`src/rtl/scr_pulse_monitor.sv`:
```
// SCR firing-pulse monitor: last high-time, rise-to-rise period, pulse count and sticky loss fault.
// Defining SCR_WIDTH_CHK_EN adds the MIN_WIDTH/MAX_WIDTH range check that drives width_flt.
module scr_pulse_monitor #(
  parameter int unsigned      CNT_W     = 24,
`ifdef SCR_WIDTH_CHK_EN
  parameter logic [CNT_W-1:0] MIN_WIDTH = 24'd50,
  parameter logic [CNT_W-1:0] MAX_WIDTH = 24'd5000,
`endif
  parameter logic [CNT_W-1:0] TIMEOUT   = 24'd2_000_000
) (
  input  logic             clk,
  input  logic             rst_n,
  input  logic             en,
  input  logic             pulse_i,
  input  logic             clr_fault,
  output logic [CNT_W-1:0] width_o,
  output logic [CNT_W-1:0] period_o,
  output logic             meas_vld,
  output logic [15:0]      pulse_cnt,
  output logic             loss_flt,
  output logic             width_flt
);

  typedef enum logic [1:0] {
    S_IDLE      = 2'd0,
    S_WAIT_RISE = 2'd1,
    S_HIGH      = 2'd2,
    S_LOW       = 2'd3
  } state_t;

  localparam logic [CNT_W-1:0] ZERO     = {CNT_W{1'b0}};
  localparam logic [CNT_W-1:0] ONE      = {{(CNT_W-1){1'b0}}, 1'b1};
  localparam logic [CNT_W-1:0] TMO_LAST = TIMEOUT - ONE;

  state_t           r_state, w_state_nxt;
  logic             r_pulse_d;
  logic [CNT_W-1:0] r_per_cnt, w_per_cnt_nxt;
  logic [CNT_W-1:0] r_wid_cnt, w_wid_cnt_nxt;
  logic [CNT_W-1:0] r_wid_lat, w_wid_lat_nxt;
  logic [CNT_W-1:0] r_width, w_width_nxt;
  logic [CNT_W-1:0] r_period, w_period_nxt;
  logic             r_vld, w_vld_nxt;
  logic [15:0]      r_pcnt, w_pcnt_nxt;
  logic             r_loss, w_loss_set;
  logic             w_rise, w_fall, w_tmo;
`ifdef SCR_WIDTH_CHK_EN
  logic             r_wflt, w_wflt_set;
`endif

  assign w_rise = pulse_i & ~r_pulse_d;
  assign w_fall = ~pulse_i & r_pulse_d;
  assign w_tmo  = (r_per_cnt == TMO_LAST) & ~w_rise;

  // Next-state, counter and measurement-publish logic; en=0 overrides every state.
  always_comb begin
    w_state_nxt   = r_state;
    w_per_cnt_nxt = r_per_cnt;
    w_wid_cnt_nxt = r_wid_cnt;
    w_wid_lat_nxt = r_wid_lat;
    w_width_nxt   = r_width;
    w_period_nxt  = r_period;
    w_vld_nxt     = 1'b0;
    w_pcnt_nxt    = r_pcnt;
    w_loss_set    = 1'b0;
`ifdef SCR_WIDTH_CHK_EN
    w_wflt_set    = 1'b0;
`endif
    if (!en) begin
      w_state_nxt   = S_IDLE;
      w_per_cnt_nxt = ZERO;
      w_wid_cnt_nxt = ZERO;
    end else begin
      case (r_state)
        S_IDLE: begin
          w_per_cnt_nxt = ZERO;
          w_wid_cnt_nxt = ZERO;
          w_state_nxt   = S_WAIT_RISE;
        end
        S_WAIT_RISE, S_LOW: begin
          if (w_rise) begin
            if (r_state == S_LOW) begin
              w_period_nxt = r_per_cnt;
              w_width_nxt  = r_wid_lat;
              w_vld_nxt    = 1'b1;
            end else begin
              w_vld_nxt    = 1'b0;
            end
            w_pcnt_nxt    = r_pcnt + 16'd1;
            w_per_cnt_nxt = ONE;
            w_wid_cnt_nxt = ONE;
            w_state_nxt   = S_HIGH;
          end else if (w_tmo) begin
            w_loss_set    = 1'b1;
            w_per_cnt_nxt = ZERO;
            w_state_nxt   = S_WAIT_RISE;
          end else begin
            w_per_cnt_nxt = r_per_cnt + ONE;
          end
        end
        S_HIGH: begin
          // A stuck-high input must still time out, so the timeout outranks a coincident fall.
          if (w_tmo) begin
            w_loss_set    = 1'b1;
            w_per_cnt_nxt = ZERO;
            w_state_nxt   = S_WAIT_RISE;
          end else begin
            w_per_cnt_nxt = r_per_cnt + ONE;
            w_wid_cnt_nxt = r_wid_cnt + ONE;
            if (w_fall) begin
              w_wid_lat_nxt = r_wid_cnt;
              w_state_nxt   = S_LOW;
`ifdef SCR_WIDTH_CHK_EN
              if ((r_wid_cnt < MIN_WIDTH) || (r_wid_cnt > MAX_WIDTH)) begin
                w_wflt_set = 1'b1;
              end else begin
                w_wflt_set = 1'b0;
              end
`endif
            end else begin
              w_state_nxt = S_HIGH;
            end
          end
        end
        default: begin
          w_state_nxt   = S_IDLE;
          w_per_cnt_nxt = ZERO;
          w_wid_cnt_nxt = ZERO;
        end
      endcase
    end
  end

  // State, edge-detect, counter and output registers; sticky loss flag lets a set beat a clear.
  always_ff @(posedge clk or negedge rst_n) begin
    if (!rst_n) begin
      r_state   <= S_IDLE;
      r_pulse_d <= 1'b0;
      r_per_cnt <= ZERO;
      r_wid_cnt <= ZERO;
      r_wid_lat <= ZERO;
      r_width   <= ZERO;
      r_period  <= ZERO;
      r_vld     <= 1'b0;
      r_pcnt    <= 16'd0;
      r_loss    <= 1'b0;
    end else begin
      r_state   <= w_state_nxt;
      r_pulse_d <= pulse_i;
      r_per_cnt <= w_per_cnt_nxt;
      r_wid_cnt <= w_wid_cnt_nxt;
      r_wid_lat <= w_wid_lat_nxt;
      r_width   <= w_width_nxt;
      r_period  <= w_period_nxt;
      r_vld     <= w_vld_nxt;
      r_pcnt    <= w_pcnt_nxt;
      if (w_loss_set) begin
        r_loss <= 1'b1;
      end else if (clr_fault) begin
        r_loss <= 1'b0;
      end else begin
        r_loss <= r_loss;
      end
    end
  end

`ifdef SCR_WIDTH_CHK_EN
  // Sticky width-range fault, same set-over-clear priority as the loss flag.
  always_ff @(posedge clk or negedge rst_n) begin
    if (!rst_n) begin
      r_wflt <= 1'b0;
    end else if (w_wflt_set) begin
      r_wflt <= 1'b1;
    end else if (clr_fault) begin
      r_wflt <= 1'b0;
    end else begin
      r_wflt <= r_wflt;
    end
  end
  assign width_flt = r_wflt;
`else
  assign width_flt = 1'b0;
`endif

  assign width_o   = r_width;
  assign period_o  = r_period;
  assign meas_vld  = r_vld;
  assign pulse_cnt = r_pcnt;
  assign loss_flt  = r_loss;

endmodule

```
`config.mk`:
```
export PLATFORM = sky130hd
export DESIGN_NAME = scr_pulse_monitor
export DESIGN_NICKNAME = d
export VERILOG_FILES = /design/src/rtl/scr_pulse_monitor.sv
export SDC_FILE = /design/constraint.sdc
export NUM_CORES = 1
export LEC_CHECK = 0
export BUFFER_PORTS_ARGS = -buffer_cell sky130_fd_sc_hd__buf_2
export CAP_MARGIN = 25
export CORE_ASPECT_RATIO = 0.8
export CORE_MARGIN = 1.5
export CORE_UTILIZATION = 50
export DETAILED_ROUTE_END_ITERATION = 12
export MAX_ROUTING_LAYER = met4
export PLACE_DENSITY = 0.73
export REMOVE_ABC_BUFFERS = 1
export SYNTH_ARGS = -nofsm -noshare
export SYNTH_HDL_FRONTEND = slang
export SYNTH_SLANG_ARGS = --single-unit
```
`constraint.sdc`:
```
create_clock -name clk -period 2.9 [get_ports clk]
set_input_delay 0.145 -clock clk [delete_from_list [all_inputs] [get_ports clk]]
set_output_delay 0.145 -clock clk [all_outputs]
set_load 0.03 [all_outputs]
```
==> results of run 1 <==
-- Yosys cell counts (3+ instances only) --
cell	instances	area, µm²
a31o_1	3	26.3
nor2_1	38	143
buf_2	12	60.1
and2_1	3	18.8
mux2_1	6	67.6
a21oi_1	4	20.0
and4_1	4	35.0
xnor2_1	25	219
nor3_1	13	65.1
xor2_1	12	105
dfrtp_1	141	3530
a41oi_1	3	26.3
inv_1	8	30.0
or4_1	3	22.5
nand2_1	44	165
ha_1	3	37.5
mux2i_1	3	30.0
o21ai_1	3	15.0
o21ai_0	9	45.0
o211ai_1	4	30.0
a31oi_1	11	68.8
and3_1	9	56.3
nor4_1	5	31.3
clkbuf_1	10	37.5
buf_4	3	22.5
nand3_1	27	135
mux2_2	62	698
o311ai_0	3	26.3
nand4_1	18	113
o31ai_1	3	22.5
-- metrics by stage --
step	std cells	hold WS [ns]	power, mW
4_1_cts	795	0.0424	4.70
3_5_place_dp	760	0.172	2.28
3_3_place_gp	760	0.161	2.27
5_1_grt	795	0.0581	4.82
2_1_floorplan	509	-0.151	2.18
6_report	795	0.0662	4.65
-- layer usage --
metal / GRT usage / share of wire
met2: 0.311 / 0.47
met3: 0.0610 / 0.059
met1: 0.298 / 0.46
met4: 0.0867 / 0.014
met5: - / 0
-- power by group through the flow --
stage	Combinational [mW]	Clock, mW	Sequential (mW)
after floorplan	0.0667	0	2.11
after global placement	0.207	0	2.06
after detailed placement	0.217	0	2.07
after CTS	0.220	2.45	2.03
after global routing	0.239	2.54	2.04
final	0.215	2.40	2.03
-- registers in the layout, summed over array words and instances, names as in the netlist, 2 cells and up --
signal     flops
r_state        2
r_wid_cnt     24
width_o       24
r_per_cnt     24
period_o      24
r_wid_lat     24
pulse_cnt     16
-- how the worst max path moves through the flow --
stage | to | from | slack, ns
after floorplan | r_wid_lat[0]$_DFFE_PN0P_ | r_state[0]$_DFFE_PN0P_ | 0.13
after global placement | r_wid_lat[9]$_DFFE_PN0P_ | r_per_cnt[0]$_DFF_PN0_ | 0.62
after detailed placement | r_wid_lat[10]$_DFFE_PN0P_ | r_per_cnt[0]$_DFF_PN0_ | 0.55
after CTS | r_wid_lat[11]$_DFFE_PN0P_ | r_per_cnt[0]$_DFF_PN0_ | 0.53
after global routing | r_wid_lat[6]$_DFFE_PN0P_ | r_per_cnt[0]$_DFF_PN0_ | 0.38
final | r_wid_lat[11]$_DFFE_PN0P_ | r_per_cnt[0]$_DFF_PN0_ | 0.55
-- cell type report --
class / count / area (µm²)
Clock inverter: 10 / 184
Sequential cell: 141 / 3530
Inverter: 8 / 30.0
Clock buffer: 22 / 484
Fill cell: 954 / 4660
Multi-Input combinational cell: 360 / 2650
Tap cell: 171 / 214
Timing Repair Buffer: 83 / 499
-- worst register-to-register path, stage by stage (launching register included) --
cell and delay [ns]:
dfrtp_1 0.43, ha_1 0.20, and3_1 0.35, nand3_1 0.20
o211ai_4 0.50, buf_12 0.22, mux2_2 0.34
-- kinds of logic after synthesis --
kind of cell / share of synthesized area
compound gates: 0.0664
flops: 0.557
simple gates: 0.167
buf+inv: 0.0255
mux: 0.126
other cells: 0.000592
fa+ha+maj: 0.00593
xor+xnor: 0.0512
==> results.cfg, run 1 <==
[floorplanning]
die_x_um = 129
fp-row-count = 36
die_h_um = 104
initial_core_util = 0.517
core_um2 = 12300
die_area_um2 = 13300
pin_count = 72

[route]
wl_per_cell_um = 16.4
wl_mm = 13.1
drtIter0Drc = 422
ant_nets = 0
drc = 0
vias_per_cell = 5.66
vias = 4497
drt_pass1_iterations = 5

[placed_design]
dpl-instance-area_um2 = 6890
numPortBuffers = 70
pre_cts_slack_ns = 0.547
routabilityCongestion = 0.835
hpwl_mm = 8.85

[timing]
finalCritPeriodShare = 0.811
maxSlewHeadroom = 0.416
finalSetupViolCount = 0
tightestPinTransition_ns = 0.872
slew_viol_final = 0
fin_ws_ns = 0.548
fmax_mhz = 425
fin_tns_setup_ns = 0
min_period_ns = 2.35
hold_viol = 0
rsz0062_at_grt = no
finalClockSkew_ns = 0.00904

[yosys]
synth-seq-cells = 141
yosysWarnings = 0
synth-edff-count = 0
synthCells = 535
ys.flop_type = dfrtp_1
avgSynthCellArea_um2 = 11.8
ys_types = 61
synthArstFlopShare = 1.00
ys_seq_area_frac = 0.557
netlist_area_um2 = 6330

[cts]
ctsResizeCount = 0
cts_buffer_depth = 2
cts_setup_buffers = 0
htreeDepth = 4
cts-root-buf = clkbuf_16
cts_tree = built
ctsHoldBuffers = 3
numCtsBuffers = 17
clock_latency_ns = 0.41
clock_sinks = 141
clk_pin_slew_ns = 0.06

[hold_path]
hold_path_end = r_state[0]$_DFFE_PN0P_
worstHoldPathCells = 2
min-delay-start = en
hold_path_class = in -> reg

[worst_setup_path]
cp_num_cells = 6
cp_top_family = simple AND/OR/NAND/NOR gates
rrSetupSlack_ns = 0.55
r2r_start = r_per_cnt[0]$_DFF_PN0_
cp.required_ns = 3.20
rr_worst_depth = 6
path_max_fanout = 14
crit_buf_inv = 1
path_cells = ha_1 -> and3_1 -> nand3_1 -> o211ai_4 -> buf_12 -> mux2_2
max_stage_delay_ns = 0.50
path_class = reg -> reg
start_kind = register
crit_arrival_ns = 2.65
reg2reg_to = r_wid_lat[11]$_DFFE_PN0P_
endpoint_kind = register
cpMaxStageDelayCell = o211ai_4

[grt]
grt_pass1_vias = 4511
grt_max_degree = 65
antenna_found_initial = 0
grt_first_pass_wirelength_mm = 22.3
overflow = 0
grt_usage = 0.219

[status]
outcome = completed

[flow_run]
maxCapViolations = 0

[pwr]
combPwrFrac = 0.046
switching_share = 0.208
irDropWorstVdd_mv = 0.507
powerDensity_nw_per_um2 = 613
p_int_mw = 3.68
clock_power_share = 0.516
p_leak_nw = 3.72
seqPwrFrac = 0.437
p_sw_mw = 0.969

[finish]
final_area_um2 = 7590
syn2layout_area_growth_pct = 19.9
antenna_cells = 0
final_cell_mix = dfrtp_1, buf_2, mux2_2
final_common_cell = dfrtp_1
drive_above_1_share = 0.301
final_util = 0.619
final_nets = 619
Note: power is estimated with default switching activity, not from simulation.
==> run 2, diff against run 1 <==
- ABC_AREA: not set -> 1
- PLACE_DENSITY: 0.73 -> 0.75
- clock period: 2.9 -> 2.08 ns (I/O delays scaled with it)
==> results.cfg, run 2 <==
[floorplanning]
initial_core_util = 0.519
die_area_um2 = 14300
pin_count = 72
core_um2 = 13100
die_h_um = 107
die_x_um = 133
fp-row-count = 37

[yosys]
synth_top_family_by_area = simple AND/OR/NAND/NOR gates
synthCells = 771
netlist_area_um2 = 6780
ys_seq_area_frac = 0.520
ys_types = 37
yosysWarnings = 0
synth-seq-cells = 141
synth_top_area_frac = 0.520
yosysMostFrequentCell = nand2_1
synth_area_leaders = dfrtp_1, nand2_1, nor2_1
synth-simple-area-share = 0.261
synth_top_cell_by_area = dfrtp_1
avgSynthCellArea_um2 = 8.80
synth-compound-area-share = 0.0605
synth_common_cells = nand2_1, dfrtp_1, nor2_1
synth_fa_ha_area_frac = 0.00554
synth-xor-area-share = 0.0258
synth.area.mux_share = 0.0598
ys.flop_type = dfrtp_1
synthArstFlopShare = 1.00
synth-edff-count = 0

[route]
drtIter0Drc = 452
vias = 5450
drt_pass1_iterations = 5
wl_mm = 14.7
drc = 0
ant_nets = 0
vias_per_cell = 5.22
wl_per_cell_um = 14.1

[finish]
final_common_cell = nand2_1
final_cell_mix = nand2_1, dfrtp_1, nor2_1
syn2layout_area_growth_pct = 16.8
final_nets = 864
final_area_um2 = 7920
drive_above_1_share = 0.189
antenna_cells = 0

[worst_setup_path]
reg2reg_to = r_wid_cnt[17]$_DFFE_PN0P_
endpoint_kind = register
cp-startpoint = r_per_cnt[1]$_DFF_PN0_
rrSetupSlack_ns = 0.24
path_max_fanout = 7
cp.required_ns = 2.39
rr_worst_depth = 10
start_kind = register
cp-endpoint = r_wid_cnt[17]$_DFFE_PN0P_
crit_arrival_ns = 2.15
path_class = reg -> reg
r2r_start = r_per_cnt[1]$_DFF_PN0_

[cts]
cts_tree = built
clk_pin_slew_ns = 0.06
clock_sinks = 141
ctsResizeCount = 0
clock_latency_ns = 0.43
cts_buffer_depth = 2
htreeDepth = 4
cts-root-buf = clkbuf_16
numCtsBuffers = 17
cts_setup_buffers = 0

[status]
outcome = completed

[pwr]
powerDensity_nw_per_um2 = 828
p_int_mw = 4.83
finalPower_mw = 6.55
p_sw_mw = 1.73
irDropWorstVdd_mv = 0.606
combPwrFrac = 0.103
p_leak_nw = 3.79
switching_share = 0.264
seqPwrFrac = 0.462
clock_power_share = 0.435

[timing]
fmax_mhz = 544
finalClockSkew_ns = 0.0113
fin_tns_setup_ns = 0
finalCritPeriodShare = 0.884
hold_viol = 0
finalSetupViolCount = 0
min_period_ns = 1.84
slew_viol_final = 0
rsz0062_at_grt = no

[grt]
grt_pass1_vias = 5047
grt_usage = 0.233
antenna_found_initial = 0
overflow = 0
grt_max_degree = 55
grt_first_pass_wirelength_mm = 25.1

[placed_design]
hpwl_mm = 10.4
dpl-instance-area_um2 = 7330
routabilityCongestion = 0.926
numPortBuffers = 70

[flow_run]
maxCapViolations = 0

[hold_path]
hold_path_class = in -> reg
worstHoldPathCells = 4
-- run 2: changes by cell type in the layout (fill, tap and decap cells not counted), sizes merged, moves of 16 or more --
cell	delta
a21oi	+16
inv	+62
mux2	-32
nand2	+154
nor2	+78
o21ai	+44
xnor2	-18
-- run 2: area by class of cell --
cell class,count,area [µm²]
inverter,70,265
tap,175,219
multi-input combinational,537,2800
clock inverter,12,95.1
timing repair buffer,89,544
fill,1128,5140
clock buffer,20,467
sequential,141,3530
-- run 2: metrics by stage --
step	worst slack [ns]	hold slack, ns	instances	util
floorplan	0.183	-0.192	748	-
global placement	0.333	0.0740	1009	0.561
detailed placement	0.277	0.0759	1009	0.561
CTS	0.247	0.157	1044	0.607
global route	0.0406	0.175	1044	0.607
finish	0.241	0.174	1044	0.607
-- run 2: logic make-up after synthesis --
family	after synthesis
other	1
xor gates and xnor gates	20
muxes	36
DFF	141
adders and majority gates	3
and+or+nand+nor	397
AOI/OAI and AO/OA	80
buffers and inverters	93
-- run 2: power by group through the flow --
stage / Sequential, mW / Combinational, mW / Clock (mW)
after floorplan: 3.27 / 0.198 / 0
after CTS: 3.03 / 0.688 / 2.91
final: 3.03 / 0.678 / 2.85
after global placement: 3.07 / 0.666 / 0
after global routing: 3.05 / 0.749 / 3.03
after detailed placement: 3.07 / 0.677 / 0
-- run 2: critical path, stage by stage (launching register included) --
cell and delay (ns):
dfrtp_1 0.37, ha_1 0.21, nand2_2 0.09, nor2_4 0.18, nand3_2 0.12, nor2_4 0.14, nand4_1 0.11, nand2_2 0.16
inv_1 0.17, nand2_1 0.12, nand2_1 0.06
-- run 2: metal layers --
metal,up-vias,global-route usage,part of all wire
li1,2674,-,-
met1,2578,0.342,0.51
met2,182,0.320,0.41
met3,16,0.0501,0.070
met4,0,0.0784,0.012
met5,-,-,0
-- run 2: repair_timing --
action / in CTS / in global routing
hold endpoints to repair: 48 / 0
setup endpoints to repair: 0 / 0
hold buffers: 3 / 0
-- run 2: worst min-delay path by stage --
| stage | from | to | slack [ns] |
|---|---|---|---|
| 3_5_place_dp | rst_n | meas_vld$_DFF_PN0_ | 0.08 |
| 2_1_floorplan | rst_n | loss_flt$_DFFE_PN0P_ | -0.19 |
| 4_1_cts | en | r_state[1]$_DFFE_PN0P_ | 0.16 |
| 6_report | en | r_state[1]$_DFFE_PN0P_ | 0.17 |
| 5_1_grt | en | r_state[1]$_DFFE_PN0P_ | 0.18 |
| 3_3_place_gp | rst_n | meas_vld$_DFF_PN0_ | 0.07 |
